### src/rtl/debounce_pulse.sv
// rtl/debounce_pulse.sv - per-channel level debouncer with registered rise/fall pulses
// Each channel runs an independent LOW/CHECK_HIGH/HIGH/CHECK_LOW FSM with its own run counter.
module debounce_pulse #(
  parameter int WIDTH         = 1,
  parameter int STABLE_CYCLES = 4
) (
  input  logic             clk,
  input  logic             reset,
  input  logic [WIDTH-1:0] sync_in,
  output logic [WIDTH-1:0] level,
  output logic [WIDTH-1:0] rise,
  output logic [WIDTH-1:0] fall,
  output logic             any_rise
);

  localparam int CW = (STABLE_CYCLES > 1) ? $clog2(STABLE_CYCLES) : 1;
  localparam logic [CW-1:0] LAST = CW'(STABLE_CYCLES - 1);

  typedef enum logic [1:0] {LOW, CHECK_HIGH, HIGH, CHECK_LOW} state_t;

  logic [WIDTH-1:0] rise_qual;

  for (genvar i = 0; i < WIDTH; i++) begin : g_ch
    state_t        state;
    logic [CW-1:0] count;
    logic          level_q;
    logic          rise_q;
    logic          fall_q;

    // Same qualifying condition the FSM uses to enter HIGH; feeds the shared any_rise register.
    assign rise_qual[i] = (state == CHECK_HIGH) && sync_in[i] && (count == LAST);

    always_ff @(posedge clk) begin
      if (!reset) begin
        state   <= LOW;
        count   <= '0;
        level_q <= 1'b0;
        rise_q  <= 1'b0;
        fall_q  <= 1'b0;
      end else begin
        rise_q <= 1'b0;
        fall_q <= 1'b0;
        case (state)
          LOW: begin
            if (sync_in[i]) begin
              state <= CHECK_HIGH;
              count <= CW'(1);
            end else begin
              count <= '0;
            end
          end
          CHECK_HIGH: begin
            if (!sync_in[i]) begin
              state <= LOW;
              count <= '0;
            end else if (count == LAST) begin
              state   <= HIGH;
              count   <= '0;
              level_q <= 1'b1;
              rise_q  <= 1'b1;
            end else begin
              count <= count + CW'(1);
            end
          end
          HIGH: begin
            if (!sync_in[i]) begin
              state <= CHECK_LOW;
              count <= CW'(1);
            end else begin
              count <= '0;
            end
          end
          CHECK_LOW: begin
            if (sync_in[i]) begin
              state <= HIGH;
              count <= '0;
            end else if (count == LAST) begin
              state   <= LOW;
              count   <= '0;
              level_q <= 1'b0;
              fall_q  <= 1'b1;
            end else begin
              count <= count + CW'(1);
            end
          end
          default: begin
            state   <= LOW;
            count   <= '0;
            level_q <= 1'b0;
          end
        endcase
      end
    end

    assign level[i] = level_q;
    assign rise[i]  = rise_q;
    assign fall[i]  = fall_q;
  end

  always_ff @(posedge clk) begin
    if (!reset) begin
      any_rise <= 1'b0;
    end else begin
      any_rise <= |rise_qual;
    end
  end

endmodule

### config.mk
export PLATFORM = sky130hd
export DESIGN_NAME = debounce_pulse
export DESIGN_NICKNAME = d
export VERILOG_FILES = /design/src/rtl/debounce_pulse.sv
export SDC_FILE = /design/constraint.sdc
export NUM_CORES = 1
export LEC_CHECK = 0
export CORE_AREA = 2 2 39 41
export DETAILED_ROUTE_END_ITERATION = 8
export DIE_AREA = 0 0 41 43
export PLACE_DENSITY_LB_ADDON = 0.05
export SKIP_CTS_REPAIR_TIMING = 1
export SLEW_MARGIN = 20
export SYNTH_ARGS = -nofsm -noshare
export SYNTH_HDL_FRONTEND = slang
export SYNTH_SLANG_ARGS = --single-unit
export TNS_END_PERCENT = 100
### constraint.sdc
create_clock -name clk -period 1.1 [get_ports clk]
set_input_delay 0.22 -clock clk [delete_from_list [all_inputs] [get_ports clk]]
set_output_delay 0.22 -clock clk [all_outputs]
set_load 0.02 [all_outputs]
== Word level (Yosys, flattened, before mapping) ==
Cells that the tools add are included.

* Register bits: 8
* Bits of input ports: 3
* Output and inout port bits: 4

* Add/subtract/negate cells: 1
* Eq/ne operators: 12
* Multiplexer cells: 19
* Bitwise logic cells: 2
* Reduce and logical (&&, ||, !) cells: 8

{| class="wikitable"
|+ Operator list
! cell !! number
|-
| 2-bit 2-to-1 mux || 9
|-
| 2-bit case mux with 4 select lines || 2
|-
| 2-bit inequality test (second input constant) || 5
|-
| 1-bit 2-to-1 mux || 7
|-
| 2-bit == test (second input constant) || 3
|-
| 5-bit AND reduction || 1
|-
| 4-bit AND reduction || 1
|-
| 3-bit by 2-bit inequality test with 1-bit output (second input constant) || 1
|-
| 3-bit inequality test (second input constant) || 1
|-
| 3-bit AND reduction || 1
|-
| 3-bit OR reduction || 1
|-
| 2-bit by 1-bit adder with 2-bit output (second input constant) || 1
|-
| 2-bit by 1-bit == test with 1-bit output (second input constant) || 1
|-
| 1-bit logical AND || 2
|-
| 2-bit zero test || 1
|-
| 2-bit by 1-bit inequality test with 1-bit output (second input constant) || 1
|-
| 1-bit NOT || 2
|-
| 1-bit case mux with 2 select lines || 1
|-
| 2-bit nonzero test || 1
|}

== Logic depth before layout (Yosys ltp) ==
* Depth after elaboration: 4
* Gate-level depth with buffers: 4
* Gate-level depth less buffers: 4

== Least setup slack after synthesis ==
No wires, ideal clock.

* Path kind: flip-flop to flip-flop
* From: reg g_ch[0].count[0]
* To: reg g_ch[0].level_q, in the netlist level
* Setup time: 124 ps
* Arrival: 839 ps
* Data required time: 976 ps
* Slack: 137 ps
* Cell stages (with the launch flop): 5
* Buffers on the path: 0
* Cells stage by stage: dfxtp_1 > ha_1 > and3_1 > o21ai_1 > a21oi_1

* Cells in the longest elaborated chain, start to end: 3
* Elaborated cells on any way between the ends: 4
* Classes of those cells: eq/ne (3); reduce/logical (1)

{| class="wikitable"
|+ RTL lines
! what !! RTL line !! RTL
|-
| start, declared || 25 || <nowiki>logic [CW-1:0] count;</nowiki>
|-
| start signal, assigned || 62 || <nowiki>count <= count + CW'(1);</nowiki>
|-
| start signal, assigned || 83 || <nowiki>count <= count + CW'(1);</nowiki>
|-
| 2-bit == test * || 56, 77 ||
|-
| 2-bit inequality test (no line) / 2-bit by 1-bit inequality test with 1-bit output (equally long branches) || n/a ||
|-
| 5-bit AND reduction (no line) * || n/a ||
|-
| end signal, assigned || 59 || <nowiki>level_q <= 1'b1;</nowiki>
|-
| end signal, assigned || 80 || <nowiki>level_q <= 1'b0;</nowiki>
|-
| end signal, assigned || 89 || <nowiki>level_q <= 1'b0;</nowiki>
|-
| end, declared || 26 || <nowiki>logic level_q;</nowiki>
|}

Every way passes the cells marked *; elsewhere a longest branch is shown, timed or not.
A chain may end at the register's enable or synchronous reset.

== Final worst setup path ==
* From: in sync_in
* To: reg g_ch[0].count[0]

* Cells in the longest elaborated chain, start to end: 2
* Elaborated cells on any way between the ends: 5
* Classes of those cells: mux (5)

{| class="wikitable"
|+ RTL lines
! what !! RTL line !! RTL
|-
| start, declared || 9 || <nowiki>input logic [WIDTH-1:0] sync_in,</nowiki>
|-
| 2-bit 2-to-1 mux, or another cell as far along || 74 || <nowiki>if (sync_in[i]) begin</nowiki>
|-
| 2-bit case mux with 4 select lines * || 43 || <nowiki>case (state)</nowiki>
|}

Marks and branches as above.

==> out/qor.txt <==
Final ANT Viol Nets = 0
clock-pin slew on the worst setup and hold paths = 50 ps
Post-Place Setup Slack = -204 ps
DR iter-0 viols = 6
Clock Root Buffer = clkbuf_4
IO Count = 7
# rows = 14
Worst Clk Skew = 1.01 ps
total power = 553 uW
max_slew headroom = 84.7%
hpwl dp = 458 um
H-tree depth = 1
mean post-synth cell area = 10.2 um^2
max_cap viols = 0
VDD IR max = 441 uV
synthesized instance count = 31
HP Start = g_ch[0].count[0]
R2R depth = 4
number of distinct library cells after synthesis = 15
CP max stage delay = 500 ps
placed cell count = 57
width of the die = 41 um
Psw = 114 uW
status = finished clean
Hold Path Class = reg2reg
Hold Fails Final Rpt = 0
Post-Route WL = 564 um
startpoint types = input pin
flop2flop setup slack = 80 ps
initial antenna violation count = 0
CP cell instances = clkdlybuf4s50_1 -> nand2b_4 -> a21bo_1 -> a21oi_2
crit path DAT = 1220 ps
Final WS setup = 60.8 ps
Mapped Area = 315 um^2
fmax = 962 MHz
gpl congestion = 0.690
GR Overflow Total = 0
commonest non-fill, non-tap cells in the layout = dfxtp_1, nand2_1, dlymetal6s2s_1, buf_4
Via density = 4.22
Pwr Density = 1200 mW/mm^2
Die Height = 43 um
later-pin clock latency in the skew report = 250 ps
Final #Nets = 51
share of cells above drive strength 1 = 29.5%
core area = 0.00138 mm^2
largest net degree at the start of global routing = 8
Internal = 440 uW
Flop pwr share = 54.5%
Seq/Total Area, Yosys = 50.8%
global-route wire length before repair = 917 um
Clk pwr share = 39.5%
final instance count without filler cells = 60
Global Route Usage Sum = 8.74%
Gate power share = 6.0%
CTS tree = done
Sw Share = 20.5%
post-synthesis net count = 36
r2r endpoint = level
Worst EP required = 1280 ps
Area Overhead vs Synth = 46.4%
Critical Path Slowest Stage Cell = clkdlybuf4s50_1
vias in the first global route = 224
r2r startpoint = g_ch[0].count[0]
Vias = 253
PortBufs = 6
Worst setup startpoint = sync_in
commonest non-fill, non-tap cell in the layout = dfxtp_1
drt pass-1 iters = 4
clk buf depth = 2
n_diodes = 0
worst setup path end = g_ch[0].count[0]
Routed WL per cell = 9.40 um
clock sink total = 8
minimum clock period = 1040 ps
worst-margin pin slew = 229 ps
LEAKAGE = 0.263 nW
die area = 0.00176 mm^2
Initial Utilization = 22.8%
Max Slew Vio Count = 0
RSZ-0062 raised after global routing = no
kind of critical path = in2reg
total CTS buffers = 3
Final TNS setup = 0 ps
Final period util = 94.5%
worst-path maximum fanout = 5
crit path capture type = flop
Yosys reg bits = 8
setup violators final = 0
number of remaining DRC errors = 0
Yosys warning count = 0
Filler cells = 145
## synthesized netlist by cell type
master	n	share of area, %
a21bo_1	1	3.2
a21oi_1	3	4.8
a21oi_2	1	2.8
and3_1	1	2.0
dfxtp_1	8	51
ha_1	2	7.9
nand2_1	4	4.8
nand2b_4	2	8.7
nand3_1	1	1.6
nor2_1	3	3.6
nor2_2	1	2.0
o211ai_1	1	2.4
o21a_1	1	2.4
o21ai_0	1	1.6
o21ai_1	1	1.6
## stage by stage
step	util (%)	instance area (um^2)	hold WS (ps)
floorplan	-	315	326
global placement	30.7	425	473
detailed placement	30.7	425	498
CTS	32.4	448	505
global route	33.4	462	469
finish	33.4	462	450
## cell families after synthesis
group / synth area share [%]
AO/OA/AOI/OAI: 18.6
adder cells (fa/ha/maj): 7.94
flip-flops: 50.8
AND/OR/NAND/NOR: 22.6
## how the worst min path moves through the flow
stage | cells after the start | endpoint
detailed placement | 1 | g_ch[0].count[0]
global route | 1 | g_ch[0].count[0]
global placement | 1 | g_ch[0].count[0]
CTS | 1 | g_ch[0].count[0]
floorplan | 2 | flop
finish | 1 | g_ch[0].count[0]
## per-layer routing
layer | global-route usage (%) | vias to the layer above | routed length (um)
li1 | - | 132 | -
met1 | 9.68 | 115 | 254
met2 | 10.3 | 6 | 260
met3 | 6.28 | 0 | 48
met4 | 8.00 | 0 | 0
met5 | 0 | - | 0
## worst max-delay path, delay by kind of cell
kind | cells | cell delay, ps
buf+inv | 1 | 500
simple gates | 1 | 190
compound gates | 2 | 310
## layout make-up
type	count	area, um^2	area share, %
clock buffer	3	22.5	4.88
multi-input combinational	23	158	34.1
sequential	8	161	35.0
tap	16	20.0	4.34
timing repair buffer	10	100	21.7
## power by group through the flow
| stage | logic (mW) | clock network, mW | registers [mW] |
|---|---|---|---|
| after floorplan | 0.0143 | 0 | 0.306 |
| final | 0.0335 | 0.219 | 0.301 |
| after global routing | 0.0364 | 0.247 | 0.302 |
| after CTS | 0.0339 | 0.231 | 0.301 |
| after global placement | 0.0329 | 0 | 0.307 |
| after detailed placement | 0.0339 | 0 | 0.307 |
No activity file was read; power rests on OpenSTA's default activity.
